==> src/rtl/fetch_mem_if_if.sv <==
// rtl/fetch_mem_if_if.sv - fetch-side and instruction-bus signals of fetch_mem_if
// slave is the fetch_mem_if view; master is the fetch stage plus bus seen from outside.
interface fetch_mem_if_if #(
  parameter int ADDR_W = 30
);
  logic              ins_req;
  logic [ADDR_W-1:0] addr;
  logic              flush;
  logic              ins_res;
  logic [31:0]       data;
  logic              mem_req;
  logic [ADDR_W-1:0] mem_addr;
  logic              mem_gnt;
  logic              mem_rvalid;
  logic [31:0]       mem_rdata;
  logic              bus_err;

  modport slave (
    input  ins_req, addr, flush, mem_gnt, mem_rvalid, mem_rdata,
    output ins_res, data, mem_req, mem_addr, bus_err
  );

  modport master (
    output ins_req, addr, flush, mem_gnt, mem_rvalid, mem_rdata,
    input  ins_res, data, mem_req, mem_addr, bus_err
  );
endinterface

==> src/rtl/fetch_mem_if.sv <==
// rtl/fetch_mem_if.sv - one bus read per fetch request, flush-aware, one word in flight
// Define FETCH_MEM_IF_TIMEOUT_EN to add the DATA-state watchdog that raises bus_err.
module fetch_mem_if #(
  parameter int          ADDR_W   = 30,
  parameter int          TIMEOUT  = 255,
  parameter logic [31:0] ERR_WORD = 32'h0000_0000
) (
  input  logic          cpu_clk,
  input  logic          cpu_rst_n,
  fetch_mem_if_if.slave bus
);

  typedef enum logic [1:0] {IDLE, ADDR, DATA, RESP} state_t;

  state_t            state_q;
  logic              ins_res_q;
  logic              mem_req_q;
  logic              drop_q;
  logic [31:0]       data_q;
  logic [ADDR_W-1:0] mem_addr_q;
  logic              rvalid;

`ifdef FETCH_MEM_IF_TIMEOUT_EN
  localparam int CNT_W = ($clog2(TIMEOUT + 1) > 8) ? $clog2(TIMEOUT + 1) : 8;

  logic [CNT_W-1:0] cnt_q;
  logic             bus_err_q;
  logic             late_q;

  // After a timeout the bus still owes one beat; swallow it so it is not
  // mistaken for the next transaction's data.
  assign rvalid      = bus.mem_rvalid && !late_q;
  assign bus.bus_err = bus_err_q;
`else
  logic unused_cfg;

  assign rvalid      = bus.mem_rvalid;
  assign bus.bus_err = 1'b0;
  assign unused_cfg  = ^{ERR_WORD, 1'(TIMEOUT)};
`endif

  always_ff @(posedge cpu_clk or negedge cpu_rst_n) begin
    if (!cpu_rst_n) begin
      state_q    <= IDLE;
      ins_res_q  <= 1'b0;
      mem_req_q  <= 1'b0;
      drop_q     <= 1'b0;
      data_q     <= 32'h0;
      mem_addr_q <= '0;
`ifdef FETCH_MEM_IF_TIMEOUT_EN
      cnt_q      <= '0;
      bus_err_q  <= 1'b0;
      late_q     <= 1'b0;
`endif
    end else begin
      ins_res_q <= 1'b0;
`ifdef FETCH_MEM_IF_TIMEOUT_EN
      bus_err_q <= 1'b0;
      if (bus.mem_rvalid && late_q) begin
        late_q <= 1'b0;
      end
`endif
      case (state_q)
        IDLE: begin
          if (bus.ins_req && !bus.flush) begin
            mem_addr_q <= bus.addr;
            mem_req_q  <= 1'b1;
            state_q    <= ADDR;
          end
        end
        ADDR: begin
          // Read data cannot arrive before DATA, so rvalid is not looked at here.
          if (bus.flush) begin
            drop_q <= 1'b1;
          end
          if (bus.mem_gnt) begin
            mem_req_q <= 1'b0;
            state_q   <= DATA;
`ifdef FETCH_MEM_IF_TIMEOUT_EN
            cnt_q     <= '0;
`endif
          end
        end
        DATA: begin
          if (rvalid) begin
            if (drop_q || bus.flush) begin
              drop_q  <= 1'b0;
              state_q <= IDLE;
            end else begin
              data_q    <= bus.mem_rdata;
              ins_res_q <= 1'b1;
              state_q   <= RESP;
            end
          end else begin
            if (bus.flush) begin
              drop_q <= 1'b1;
            end
`ifdef FETCH_MEM_IF_TIMEOUT_EN
            if (cnt_q == CNT_W'(TIMEOUT)) begin
              bus_err_q <= 1'b1;
              data_q    <= ERR_WORD;
              late_q    <= 1'b1;
              cnt_q     <= '0;
              if (drop_q || bus.flush) begin
                drop_q  <= 1'b0;
                state_q <= IDLE;
              end else begin
                ins_res_q <= 1'b1;
                state_q   <= RESP;
              end
            end else begin
              cnt_q <= cnt_q + 1'b1;
            end
`endif
          end
        end
        RESP: begin
          state_q <= IDLE;
        end
        default: begin
          state_q <= IDLE;
        end
      endcase
    end
  end

  assign bus.ins_res  = ins_res_q;
  assign bus.data     = data_q;
  assign bus.mem_req  = mem_req_q;
  assign bus.mem_addr = mem_addr_q;

endmodule

==> src/flat_wrapper.sv <==
// flat-port wrapper written by rule: the top's interface ports become plain ports
module fetch_mem_if_flat 
#(
  parameter int          ADDR_W   = 30,
  parameter int          TIMEOUT  = 255,
  parameter logic [31:0] ERR_WORD = 32'h0000_0000
)
  (cpu_clk, cpu_rst_n, bus_ins_req, bus_addr, bus_flush, bus_mem_gnt, bus_mem_rvalid, bus_mem_rdata, bus_ins_res, bus_data, bus_mem_req, bus_mem_addr, bus_bus_err);
  fetch_mem_if_if #(.ADDR_W(ADDR_W)) bus_i ();
  input  logic cpu_clk;
  input  logic cpu_rst_n;
  input wire logic [$bits(bus_i.ins_req)-1:0] bus_ins_req;
  input wire logic [$bits(bus_i.addr)-1:0] bus_addr;
  input wire logic [$bits(bus_i.flush)-1:0] bus_flush;
  input wire logic [$bits(bus_i.mem_gnt)-1:0] bus_mem_gnt;
  input wire logic [$bits(bus_i.mem_rvalid)-1:0] bus_mem_rvalid;
  input wire logic [$bits(bus_i.mem_rdata)-1:0] bus_mem_rdata;
  output wire logic [$bits(bus_i.ins_res)-1:0] bus_ins_res;
  output wire logic [$bits(bus_i.data)-1:0] bus_data;
  output wire logic [$bits(bus_i.mem_req)-1:0] bus_mem_req;
  output wire logic [$bits(bus_i.mem_addr)-1:0] bus_mem_addr;
  output wire logic [$bits(bus_i.bus_err)-1:0] bus_bus_err;
  assign bus_i.ins_req = bus_ins_req;
  assign bus_i.addr = bus_addr;
  assign bus_i.flush = bus_flush;
  assign bus_i.mem_gnt = bus_mem_gnt;
  assign bus_i.mem_rvalid = bus_mem_rvalid;
  assign bus_i.mem_rdata = bus_mem_rdata;
  assign bus_ins_res = bus_i.ins_res;
  assign bus_data = bus_i.data;
  assign bus_mem_req = bus_i.mem_req;
  assign bus_mem_addr = bus_i.mem_addr;
  assign bus_bus_err = bus_i.bus_err;
  fetch_mem_if #(.ADDR_W(ADDR_W), .TIMEOUT(TIMEOUT), .ERR_WORD(ERR_WORD)) u_core (.cpu_clk(cpu_clk), .cpu_rst_n(cpu_rst_n), .bus(bus_i));
endmodule
==> config.mk <==
export PLATFORM = sky130hd
export DESIGN_NAME = fetch_mem_if_flat
export DESIGN_NICKNAME = d
export VERILOG_FILES = /design/src/rtl/fetch_mem_if_if.sv /design/src/rtl/fetch_mem_if.sv /design/src/flat_wrapper.sv
export SDC_FILE = /design/constraint.sdc
export NUM_CORES = 1
export LEC_CHECK = 0
export BUFFER_PORTS_ARGS = -buffer_cell sky130_fd_sc_hd__buf_2
export CAP_MARGIN = 20
export CORE_MARGIN = 4
export CORE_UTILIZATION = 47
export CTS_BUF_LIST = sky130_fd_sc_hd__clkbuf_8
export DETAILED_ROUTE_END_ITERATION = 8
export PLACE_DENSITY = 0.81
export SYNTH_ARGS = -nofsm -noshare
export SYNTH_HDL_FRONTEND = slang
export SYNTH_SLANG_ARGS = --single-unit
==> constraint.sdc <==
create_clock -name cpu_clk -period 2.1 [get_ports cpu_clk]
set_clock_uncertainty 0.15 [all_clocks]
set_input_delay 0 -clock cpu_clk [delete_from_list [all_inputs] [get_ports cpu_clk]]
set_output_delay 0 -clock cpu_clk [all_outputs]
set_load 0.05 [all_outputs]
==> results of run 1 <==
## flip-flops by register name (all words and copies together) (netlist names)
register,flops
u_core.bus.ins_res,1
u_core.bus.mem_addr,30
u_core.state_q,2
u_core.bus.mem_req,1
u_core.bus.data,32
u_core.drop_q,1
## metal layers
layer  routed length [um]  up-vias  track usage (%)
met2                 3680       94             37.8
li1                     -      991                -
met4                  251        0             8.47
met5                    0        -                0
met3                  414       24             6.35
met1                 2540     1012             23.9
## final timing paths
kind,startpoint,endpoint,slack [ns],cells past startpoint
worst min-delay path,bus_ins_req,u_core.state_q[0],0.02,4
max in group asynchronous,cpu_rst_n,u_core.bus.data[20],0.25,4
min in group asynchronous,cpu_rst_n,u_core.bus.data[25],0.48,3
worst min register to register,u_core.bus.mem_addr[17],u_core.bus.mem_addr[17],0.35,1
worst max-delay path,u_core.state_q[0],u_core.bus.data[1],0.22,6
worst max register to register,u_core.state_q[0],u_core.bus.data[1],0.22,6
## power groups by stage
stage | clock network [W] | registers [W] | logic [W]
after detailed placement | 0 | 0.00220 | 0.00362
after global routing | 0.00101 | 0.00227 | 0.00390
after CTS | 0.000946 | 0.00218 | 0.00374
after global placement | 0 | 0.00218 | 0.00357
after floorplan | 0 | 0.00419 | 0.000760
final | 0.000916 | 0.00220 | 0.00373
## logic make-up (layout without fill, tap and decap cells)
kind of cell	count (synthesis)	in the layout	share of synthesized area, %
DFF	67	67	63.4
other	1	1	0.142
muxes	62	62	26.4
AOI/OAI and AO/OA	10	10	2.70
buffers and inverters	9	221	2.70
adders and majority gates	4	4	1.89
and+or+nand+nor	10	10	2.70
## stage by stage
stage	hold WS [ns]	power (W)	setup slack, ns	cell area [um^2]	instances
detailed placement	-0.186	0.00583	0.232	3380	363
CTS	0.00651	0.00687	0.211	4230	447
floorplan	-0.446	0.00495	0.305	2640	163
global placement	-0.178	0.00575	0.300	3380	363
finish	0.0176	0.00685	0.220	4230	447
global route	0.0341	0.00718	0.0751	4230	447
## layout make-up
cell class | count | area [um^2] | area share (%)
inverters | 2 | 7.51 | 0.177
well taps | 72 | 90.1 | 2.13
multi-input cells | 87 | 895 | 21.1
repair buffers | 203 | 1390 | 32.9
clock buffers | 11 | 151 | 3.58
flip-flops and latches | 67 | 1680 | 39.6
clock inverters | 5 | 21.3 | 0.503
## worst max-delay path, cell delays in order (launching register included)
cell and delay (ns):
dfrtp_1 0.41, inv_1 0.11, ha_1 0.22, nand2_1 0.11
nor3_4 0.16, buf_12 0.23, mux2_2 0.36
## cells in the mapped netlist
master and instances:
and3_1 1, o21ai_0 1, dfrtp_1 67, a21oi_1 2, nor3_4 1, nor2b_1 2, o32a_1 1, a31oi_1 1
a2111oi_0 1, a211oi_1 1, nand2b_1 3, buf_6 3, a211o_1 1, and2_1 1, inv_1 2, mux2_1 1
ha_1 4, a21o_1 2, nand2_1 1, mux2_2 61, conb_1 1, nand3b_1 1, buf_4 4
## timing repair
item / CTS / global route
setup endpoints to repair: 0 / 0
hold endpoints to repair: 131 / 0
buffers inserted: 0 / 0
gates resized for setup: 0 / 0
hold buffers: 68 / 0
==> results_dict.tcl, run 1 <==
set metrics [dict create \
    status "finished clean" \
    dieArea_mm2 0.00689 \
    fmax_mhz 532 \
    postRouteWirelength_mm 6.88 \
    hold_class "input pin to flip-flop" \
    ys_seq_area_share_pct 63.4 \
    cts_root_buf "clkbuf_8" \
    grt_pass1_wl_mm 11.8 \
    final_core_util_pct 77.3 \
    power_density_mw_per_mm2 1620 \
    post-dp-hpwl_mm 4.26 \
    htreeDepth 3 \
    synth-seq-cells 67 \
    rsz0062_at_grt "false" \
    track_usage_pct 21.3 \
    clockPowerShare_pct 13.4 \
    required_ns 2.15 \
    routabilityCongestion 0.720 \
    grt-ovfl-total 0 \
    antenna_found_initial 0 \
    cp_max_fo 33 \
    ios 133 \
    setup_tns_ns 0 \
    fp.coreArea_mm2 0.00547 \
    layout_commonest_cell "buf_2" \
    power.leakage_nw 2.17 \
    drcViolationCount 0 \
    initial_core_util_pct 48.3 \
    fp.dieW_um 83.0 \
    path_clk_slew_ns 0.07 \
    io_buffers 131 \
    synth_warnings 0 \
    max-vdd-ir-drop_mv 1.02 \
    end_kind "flip-flop" \
    period_minus_slack_ns 1.88 \
    dr.pass1.iters 4 \
    yosysTopAreaCell "dfrtp_1" \
    yosys.cell_types.count 23 \
    drtAntennaViolNets 0 \
    nNetsFinal 442 \
    num_vias 2121 \
    final_cell_mix "buf_2, dlygate4sd3_1, dfrtp_1" \
    fin_crit_sh_pct 89.5 \
    antenna_cells 0 \
    syn-cell-area_mm2 0.00264 \
    critPathKind "flip-flop to flip-flop" \
    synth_top_area_share_pct 63.4 \
    seqPwrFrac_pct 32.1 \
    grt_max_degree 34 \
    fillers 368 \
    cap_violations 0 \
    arrival_ns 1.93 \
    synthCells 163 \
    syn_to_final_growth_pct 60.2 \
    cts.path.max_buffers 2 \
    dr.first_iter.drc_count 42 \
    final_layout_size_suffix_gt1_share_pct 56.0 \
    p_sw_w 0.00340 \
    via_per_inst 4.74 \
    syn_nets 235 \
    syn_avg_cell_area_um2 16.2 \
    clk_latency_ns 0.32 \
    p_int_w 0.00345 \
    cts_buffers 9 \
    grt_pass1_vias 2406 \
    dieHeight_um 83.0 \
    hold_viol_final 0 \
    startpoint_type "flip-flop" \
    synthTopCellsByArea "dfrtp_1, mux2_2, ha_1, buf_6, buf_4" \
    switching_share_pct 49.7 \
    power_frac_comb_pct 54.5 \
    finalSetupViolations 0 \
    wl_per_cell_um 15.4 \
    final-max-slew-violation-count 0 \
    std_cell_rows 27 \
    clock-sinks 67 \
    cts_tree "built" \
]
Power figures use the tool's default switching activity.
==> run 2, diff against run 1 <==
--- a/config.mk
+++ b/config.mk
@@ -8,10 +8,10 @@
 export BUFFER_PORTS_ARGS = -buffer_cell sky130_fd_sc_hd__buf_2
 export CAP_MARGIN = 20
 export CORE_MARGIN = 4
-export CORE_UTILIZATION = 47
+export CORE_UTILIZATION = 51
 export CTS_BUF_LIST = sky130_fd_sc_hd__clkbuf_8
 export DETAILED_ROUTE_END_ITERATION = 8
-export PLACE_DENSITY = 0.81
+export PLACE_DENSITY = 0.87
 export SYNTH_ARGS = -nofsm -noshare
 export SYNTH_HDL_FRONTEND = slang
 export SYNTH_SLANG_ARGS = --single-unit
==> constraint.sdc (replaced) <==
create_clock -name cpu_clk -period 2.2 [get_ports cpu_clk]
set_clock_uncertainty 0.15 [all_clocks]
set_input_delay 0 -clock cpu_clk [delete_from_list [all_inputs] [get_ports cpu_clk]]
set_output_delay 0 -clock cpu_clk [all_outputs]
set_load 0.05 [all_outputs]
==> results_dict.tcl, run 2 (synthesis results as in run 1) <==
set metrics [dict create \
    final_core_util_pct 87.2 \
    nNetsFinal 442 \
    fin_crit_sh_pct 87.4 \
    max-vdd-ir-drop_mv 1.06 \
    dieArea_mm2 0.00640 \
    antenna_found_initial 0 \
    initial_core_util_pct 54.2 \
    end_kind "flip-flop" \
    grt_pass1_wl_mm 13.1 \
    path_cells "inv_1, ha_1, nand3b_1, buf_12, mux2_2" \
    final_layout_size_suffix_gt1_share_pct 56.6 \
    crit_family "flip-flops" \
    dr.pass1.iters 4 \
    path_clk_slew_ns 0.07 \
    drcViolationCount 0 \
    hold_class "input pin to flip-flop" \
    status "finished clean" \
    critPathKind "flip-flop to flip-flop" \
    ios 133 \
    power_frac_comb_pct 53.4 \
    final_cell_mix "buf_2, dlygate4sd3_1, dfrtp_1" \
    track_usage_pct 28.2 \
    num_vias 2241 \
    std_cell_rows 25 \
    drtAntennaViolNets 0 \
    power_density_mw_per_mm2 1600 \
    clk_latency_ns 0.33 \
    largest_register_ffs 32 \
    p_sw_w 0.00339 \
    dieHeight_um 80.0 \
    worstHoldStart "bus_ins_req" \
    p_int_w 0.00344 \
    routabilityCongestion 0.765 \
    grt_max_degree 34 \
    worstSetupPathDepth 5 \
    switching_share_pct 49.6 \
    grt_pass1_vias 2549 \
    layout_commonest_cell "buf_2" \
    cap_violations 0 \
    hold_viol_final 0 \
    cts_buffers 9 \
    cts.path.max_buffers 2 \
    wl_per_cell_um 19.3 \
    postRouteWirelength_mm 8.51 \
    seqPwrFrac_pct 31.4 \
    grt-ovfl-total 0 \
    cp-endpoint "u_core.bus.mem_addr[27]" \
    reg2reg_depth 5 \
    power.leakage_nw 2.18 \
    cp_max_fo 28 \
    r2r_start "u_core.state_q[1]" \
    setup_tns_ns 0 \
    rsz0062_at_grt "false" \
    cpPeakStageDelay_ns 0.43 \
    regToRegSetupSlack_ns 0.28 \
    fp.coreArea_mm2 0.00488 \
    startpoint_type "flip-flop" \
    via_per_inst 5.08 \
    arrival_ns 1.99 \
    io_buffers 131 \
    cts_tree "built" \
    post-dp-hpwl_mm 4.55 \
    htreeDepth 3 \
    required_ns 2.26 \
    cp_slowest_cell "dfrtp_1" \
    cp-startpoint "u_core.state_q[1]" \
    syn_to_final_growth_pct 61.1 \
    clockPowerShare_pct 15.2 \
    clock-sinks 67 \
    fp.dieW_um 80.0 \
    period_minus_slack_ns 1.92 \
    critPathBufInv 2 \
    reg2reg_to "u_core.bus.mem_addr[27]" \
    finalSetupViolations 0 \
    final-max-slew-violation-count 0 \
    fmax_mhz 520 \
    cts_root_buf "clkbuf_8" \
    dr.first_iter.drc_count 124 \
]
run 2: worst register-to-register path: cells and delay by family (launching register included):
family | cells | cell delay (ns)
buf+inv | 2 | 0.35
simple gates | 1 | 0.24
mux | 1 | 0.38
fa+ha+maj | 1 | 0.26
flops | 1 | 0.43
run 2: power groups by stage:
stage	sequential [W]	clock, W	combinational (W)
2_1_floorplan	0.00400	0	0.000725
3_3_place_gp	0.00207	0	0.00341
3_5_place_dp	0.00211	0	0.00348
4_1_cts	0.00209	0.00104	0.00359
5_1_grt	0.00220	0.00110	0.00378
6_report	0.00214	0.00104	0.00365
run 2: stage by stage:
| stage | instance area, um^2 | cells | hold WS (ns) | worst slack [ns] | power [W] |
|---|---|---|---|---|---|
| floorplan | 2640 | 163 | -0.446 | 0.405 | 0.00472 |
| global placement | 3370 | 358 | -0.171 | 0.399 | 0.00548 |
| detailed placement | 3370 | 358 | -0.170 | 0.317 | 0.00559 |
| CTS | 4250 | 440 | 0.0158 | 0.303 | 0.00673 |
| global route | 4250 | 440 | 0.0678 | 0.204 | 0.00709 |
| finish | 4260 | 441 | 0.0662 | 0.277 | 0.00683 |
run 2: what timing repair did:
| item | CTS | global route |
|---|---|---|
| endpoints found under the hold margin | 132 | 0 |
| buffers inserted | 0 | 0 |
| hold buffers | 68 | 0 |
| gates resized for setup | 0 | 0 |
run 2: worst min-delay path by stage:
stage | endpoint | slack, ns | depth (start not counted)
floorplan | u_core.bus.data[0] | -0.45 | 0
global placement | u_core.bus.data[11] | -0.17 | 1
detailed placement | u_core.bus.data[11] | -0.17 | 1
CTS | u_core.state_q[0] | 0.02 | 4
global route | u_core.state_q[0] | 0.07 | 4
finish | u_core.state_q[0] | 0.07 | 4
run 2: per-layer routing:
metal	wire (um)	up-vias	GRT usage, %
met5	0	-	0
met4	370	0	17.6
met3	705	33	8.35
met2	4520	122	51.2
met1	2910	1098	27.6
li1	-	988	-
run 2: area by class of cell:
class	instances	area (um^2)
tap	67	83.8
clock buffer	12	165
clock inverter	2	35.0
timing repair buffer	203	1390
inverter	2	7.51
fill	225	623
multi-input combinational	87	895
antenna	1	2.50
sequential	67	1680
